[config.mk]
export PLATFORM = sky130hd
export DESIGN_NAME = fetch_pc_unit
export DESIGN_NICKNAME = d
export VERILOG_FILES = /design/src/rtl/fetch_pkg.sv /design/src/rtl/fetch_pc_queue.sv /design/src/rtl/fetch_pc_unit.sv
export SDC_FILE = /design/constraint.sdc
export NUM_CORES = 1
export LEC_CHECK = 0
export CAP_MARGIN = 10
export CORE_MARGIN = 3
export CORE_UTILIZATION = 55
export DETAILED_ROUTE_END_ITERATION = 6
export MAX_ROUTING_LAYER = met4
export PLACE_DENSITY = 0.93
export SYNTH_ARGS = -nofsm -noshare
export SYNTH_HDL_FRONTEND = slang
export SYNTH_SLANG_ARGS = --single-unit
[constraint.sdc]
create_clock -name CLK -period 5.3 [get_ports CLK]
set_clock_uncertainty 0.2 [all_clocks]
set_input_delay 0.53 -clock CLK [delete_from_list [all_inputs] [get_ports CLK]]
set_output_delay 0.53 -clock CLK [all_outputs]
set_load 0.02 [all_outputs]
[src/rtl/fetch_pkg.sv]
// Shared types and defaults for the fetch PC unit and its in-flight request queue.
// Queue entries hold up to FETCH_ADDR_W bits of PC, so ADDR_W must not exceed it.
package fetch_pkg;

    localparam int unsigned             FETCH_ADDR_W         = 32;
    localparam logic [FETCH_ADDR_W-1:0] RESET_VECTOR_DEFAULT = 32'h0000_0000;
    localparam int unsigned             INSTR_BYTES_DEFAULT  = 4;

    typedef struct packed {
        logic [FETCH_ADDR_W-1:0] pc;
        logic                    stale;
    } fetch_entry_t;

endpackage

[src/rtl/fetch_pc_queue.sv]
// In-order circular buffer of outstanding fetch requests with a mark-all-stale operation.
// Pointers carry one extra wrap bit so that full and empty can be told apart.
module fetch_pc_queue
    import fetch_pkg::*;
#(
    parameter int unsigned ADDR_W = FETCH_ADDR_W,
    parameter int unsigned DEPTH  = 4
) (
    input  logic              CLK,
    input  logic              RST_N,
    input  logic              i_push,
    input  logic [ADDR_W-1:0] i_push_pc,
    input  logic              i_pop,
    input  logic              i_mark_stale,
    output logic              o_full,
    output logic              o_empty,
    output logic [ADDR_W-1:0] o_head_pc,
    output logic              o_head_stale
);

    localparam int unsigned IDX_W = $clog2(DEPTH);
    localparam int unsigned PTR_W = IDX_W + 1;

    fetch_entry_t     r_mem [DEPTH];
    logic [PTR_W-1:0] r_wr_ptr;
    logic [PTR_W-1:0] r_rd_ptr;
    logic             w_do_push;
    logic             w_do_pop;
    fetch_entry_t     w_head;

    always_comb begin
        o_empty = (r_wr_ptr == r_rd_ptr);
        o_full  = (r_wr_ptr[IDX_W] != r_rd_ptr[IDX_W]) &&
                  (r_wr_ptr[IDX_W-1:0] == r_rd_ptr[IDX_W-1:0]);
    end

    assign w_do_push    = i_push & ~o_full;
    assign w_do_pop     = i_pop & ~o_empty;
    assign w_head       = r_mem[r_rd_ptr[IDX_W-1:0]];
    assign o_head_pc    = ADDR_W'(w_head.pc);
    assign o_head_stale = w_head.stale;

    // Stale bits of empty slots are don't-care (a push always writes stale=0), so
    // marking every slot is equivalent to marking only the live ones.
    always_ff @(posedge CLK or negedge RST_N) begin
        if (!RST_N) begin
            r_wr_ptr <= '0;
            r_rd_ptr <= '0;
            for (int i = 0; i < int'(DEPTH); i++) begin
                r_mem[i] <= '0;
            end
        end else begin
            if (i_mark_stale) begin
                for (int i = 0; i < int'(DEPTH); i++) begin
                    r_mem[i].stale <= 1'b1;
                end
            end
            if (w_do_push) begin
                r_mem[r_wr_ptr[IDX_W-1:0]] <= '{pc: FETCH_ADDR_W'(i_push_pc), stale: 1'b0};
                r_wr_ptr                   <= r_wr_ptr + PTR_W'(1);
            end
            if (w_do_pop) begin
                r_rd_ptr <= r_rd_ptr + PTR_W'(1);
            end
        end
    end

endmodule

[src/rtl/fetch_pc_unit.sv]
// Fetch-address generator: sequential PC, trap/branch redirects, in-order response pairing.
// Defining FETCH_PC_STATS_EN adds saturating redirect_cnt and drop_cnt outputs.
module fetch_pc_unit
    import fetch_pkg::*;
#(
    parameter int unsigned       ADDR_W       = FETCH_ADDR_W,
    parameter logic [ADDR_W-1:0] RESET_VECTOR = ADDR_W'(RESET_VECTOR_DEFAULT),
    parameter int unsigned       INSTR_BYTES  = INSTR_BYTES_DEFAULT,
    parameter int unsigned       DEPTH        = 4
) (
    input  logic              CLK,
    input  logic              RST_N,
    input  logic              stall,
    input  logic              redirect_valid,
    input  logic [ADDR_W-1:0] redirect_pc,
    input  logic              trap_valid,
    input  logic [ADDR_W-1:0] trap_pc,
    output logic              req_valid,
    output logic [ADDR_W-1:0] req_addr,
    input  logic              req_ready,
    input  logic              rsp_valid,
    input  logic [31:0]       rsp_data,
    output logic              out_valid,
    output logic [ADDR_W-1:0] out_pc,
    output logic [31:0]       out_instr,
`ifdef FETCH_PC_STATS_EN
    output logic              proto_err,
    output logic [15:0]       redirect_cnt,
    output logic [15:0]       drop_cnt
`else
    output logic              proto_err
`endif
);

    logic [ADDR_W-1:0] r_pc;
    logic [ADDR_W-1:0] w_pc_next;
    logic              r_proto_err;
    logic              w_redirect;
    logic              w_fire;
    logic              w_pop;
    logic              w_full;
    logic              w_empty;
    logic [ADDR_W-1:0] w_head_pc;
    logic              w_head_stale;

    assign w_redirect = trap_valid | redirect_valid;
    assign w_pop      = rsp_valid & ~w_empty;
    assign w_fire     = req_valid & req_ready;

    always_comb begin
        req_valid = !stall && !w_full && !w_redirect;
        req_addr  = r_pc;
    end

    always_comb begin
        w_pc_next = r_pc;
        if (trap_valid) begin
            w_pc_next = trap_pc;
        end else if (redirect_valid) begin
            w_pc_next = redirect_pc;
        end else if (w_fire) begin
            w_pc_next = r_pc + ADDR_W'(INSTR_BYTES);
        end
    end

    always_ff @(posedge CLK or negedge RST_N) begin
        if (!RST_N) begin
            r_pc        <= RESET_VECTOR;
            r_proto_err <= 1'b0;
        end else begin
            r_pc <= w_pc_next;
            if (rsp_valid && w_empty) begin
                r_proto_err <= 1'b1;
            end
        end
    end

    // The head's stale bit is read before any same-cycle redirect takes effect.
    always_comb begin
        out_valid = w_pop && !w_head_stale;
        out_pc    = w_head_pc;
        out_instr = rsp_data;
        proto_err = r_proto_err;
    end

    fetch_pc_queue #(
        .ADDR_W (ADDR_W),
        .DEPTH  (DEPTH)
    ) u_queue (
        .CLK          (CLK),
        .RST_N        (RST_N),
        .i_push       (w_fire),
        .i_push_pc    (r_pc),
        .i_pop        (w_pop),
        .i_mark_stale (w_redirect),
        .o_full       (w_full),
        .o_empty      (w_empty),
        .o_head_pc    (w_head_pc),
        .o_head_stale (w_head_stale)
    );

`ifdef FETCH_PC_STATS_EN
    logic [15:0] r_redirect_cnt;
    logic [15:0] r_drop_cnt;
    logic        w_drop;

    assign w_drop = w_pop & w_head_stale;

    always_ff @(posedge CLK or negedge RST_N) begin
        if (!RST_N) begin
            r_redirect_cnt <= '0;
            r_drop_cnt     <= '0;
        end else begin
            if (w_redirect && (r_redirect_cnt != 16'hFFFF)) begin
                r_redirect_cnt <= r_redirect_cnt + 16'd1;
            end
            if (w_drop && (r_drop_cnt != 16'hFFFF)) begin
                r_drop_cnt <= r_drop_cnt + 16'd1;
            end
        end
    end

    assign redirect_cnt = r_redirect_cnt;
    assign drop_cnt     = r_drop_cnt;
`endif

endmodule

==> out/metrics.cfg <==
[critical_path]
timing.rr.start = u_queue.r_rd_ptr[1]
critPathCaptureType = output port
r2r_setup_slack_ns = 1.92
worst-r2r-cell-count = 5
critPathMaxFanout = 18
cp.arrival_ns = 3.11
r2r-end = u_queue.r_mem[56]
endpoint = req_valid
path_class = in -> out
cp-startpoint = trap_valid
cp-start-kind = input pin
required_ns = 4.57

[yosys]
syn_inst = 684
synth_top_cell_by_area = dfrtp_1
synth.area.top_cells = dfrtp_1 48%, mux2_4 15%, mux4_2 8.3%
synth.distinct_cells = 51
synth_nets = 793
synth_fa_ha_area_share_pct = 0.839
synth_compound_area_share_pct = 7.46
yosysTopAreaCellShare_pct = 47.8
ys_async_sr_fraction_pct = 100
syn_avg_cell_area_sq_um = 13.1
post_synth_xor_area_fraction_pct = 2.53
ys_seq_elements = 171
yosysWarningCount = 0
synthSimpleGateAreaFrac_pct = 7.87
ys_seq_area_share_pct = 47.8
yosys-mux-area-fraction_pct = 27.3
syn-cell-area_sq_um = 8950
synth_ff_type = dfrtp_1
synth_top_family_by_area = multiplexers
synth_edf_count = 0

[timing]
max_slew.worst_pin.slew_ns = 1.13
hold_viol_final = 0
fin_crit_ns = 3.84
slew_headroom_pct = 24.4
fin_tns_setup_ns = 0
fmax_mhz = 260
setup_violations = 0
rsz0062_at_grt = false
fin_crit_sh_pct = 72.4
slew_violations = 0

[clocking]
cts_hold_buf = 1
clock-sinks = 171
cts-buffers-inserted = 17
post_cts_resized = 0
clkLatencyLatePin_ns = 0.43
clkTransAtPathRegs_ns = 0.06
htreeDepth = 4
clockBufferDepth = 2
postCtsSetupBuffers = 0
cts_root_buffer = clkbuf_16
cts_tree = yes

[cells_and_area]
final_common_cell = dfrtp_1
final_cells = 1000
fillers = 1138
syn_to_final_growth_pct = 19.9
antennaDiodeCount = 0
drive_gt1_share_pct = 25.5
mostFrequentLayoutCells = 170 x dfrtp_1, 136 x clkdlybuf4s50_1, 91 x mux2_4
nets = 881

[global_route]
first_global_vias = 6401
antenna_found_initial = 0
grtUsageMet1_pct = 34.3
grt.total_usage_pct = 26.8
grt_max_degree = 80
busiest_layer = met2
grt_util_met3_pct = 5.66
overflow = 0
grtUsageMet2_pct = 42.2
grt_pass1_wl_um = 35800

[routing]
drc_errors = 0
ant_nets = 0
wl_um = 22400
drtPass1Iterations = 7
wl_per_cell_um = 22.4
drtIter0Drc = 478
vias_per_cell = 6.07
vias = 6074

[floorplanning]
core-area_sq_um = 15900
fp.dieH_um = 134
row_count = 46
fp.dieArea_sq_um = 17800
fp.dieW_um = 134
io_pins = 202
initial_utilization_pct = 56.4

[placement]
io_buffers = 137
dp_hpwl_um = 15000
gp_congestion = 0.884
dp_cells = 967

[run_status]
outcome = complete, no violations

[worst_hold_path]
holdPathStages = 1
hold_class = reg -> reg

[flow_run]
maxCapViolCount = 0

[pwr]
irDropWorstVdd_uv = 297
power_density_nw_per_um2 = 521
p_leak_nw = 4.84

==> registers in the layout, indices dropped and copies added (netlist names) <==
name              flops
proto_err             1
req_addr             32
u_queue.r_mem       132
u_queue.r_rd_ptr      3
u_queue.r_wr_ptr      3
==> through the flow <==
step / hold WS, ns / power (mW) / cell area, sq um / worst slack (ns) / utilization, %
floorplan: 0.0344 / 3.59 / 8950 / 2.87 / -
global placement: 0.257 / 4.27 / 10100 / 1.55 / 63.9
detailed placement: 0.272 / 4.37 / 10100 / 1.53 / 63.9
CTS: 0.285 / 5.62 / 10700 / 1.50 / 67.5
global route: 0.300 / 5.87 / 10700 / 1.32 / 67.6
finish: 0.278 / 5.59 / 10700 / 1.46 / 67.6
==> worst max-delay path: stages <==
cell	delay, ns
clkdlybuf4s50_1	0.45
inv_1	0.39
nand2_1	0.61
a311oi_1	0.44
clkdlybuf4s50_1	0.68
==> how the worst min path moves through the flow <==
stage | from | endpoint | slack [ns]
3_5_place_dp | u_queue.r_mem[75] | u_queue.r_mem[75] | 0.27
3_3_place_gp | u_queue.r_mem[74] | u_queue.r_mem[74] | 0.26
5_1_grt | u_queue.r_mem[0] | u_queue.r_mem[0] | 0.30
2_1_floorplan | RST_N | proto_err | 0.03
4_1_cts | u_queue.r_mem[41] | u_queue.r_mem[41] | 0.29
6_report | proto_err | proto_err | 0.28
==> area by class of cell <==
| cell class | count | area, sq um | area share (%) |
|---|---|---|---|
| Sequential cell | 171 | 4280 | 39.9 |
| Multi-Input combinational cell | 426 | 4120 | 38.4 |
| Timing Repair Buffer | 148 | 1460 | 13.6 |
| Clock buffer | 24 | 482 | 4.49 |
| Tap cell | 216 | 270 | 2.52 |
| Clock inverter | 7 | 90.1 | 0.839 |
| Inverter | 8 | 30.0 | 0.280 |
==> synth_stat cells (all sizes together) (2+ instances only) <==
cell type and number:
a22oi 15, or4 3, xor2 9, nor4 2, or2 2, a31oi 3, a311oi 2, nand2 56
mux2 117, nand4 8, a221oi 3, a21oi 16, inv 7, o21ai 42, xnor2 16, nand3 21
mux2i 4, nor3 8, and3 7, o221ai 2, o2111ai 2, o22ai 5, nand2b 3, o21a 5
ha 6, mux4 33, clkbuf 22, dfrtp 171, nor2 24, buf 57
==> per-layer routing <==
layer	wire length, um	vias up
met2	11000	314
met1	9010	3068
li1	-	2631
met3	1720	61
met5	0	-
met4	659	0
==> power by group <==
| part | internal, mW | switching (mW) | leakage [nW] |
|---|---|---|---|
| Clock | 0.727 | 0.493 | 0.276 |
| Sequential | 1.76 | 0.434 | 2.17 |
| Combinational | 1.29 | 0.884 | 2.39 |
==> kinds of logic (layout without fill, tap and decap cells) <==
kind of cell / Yosys count / after routing
compound gates: 105 / 105
xor+xnor: 25 / 25
fa+ha+maj: 6 / 6
buf+inv: 87 / 187
flops: 171 / 171
mux: 154 / 154
simple gates: 136 / 136
(Power assumes the default switching activity.)
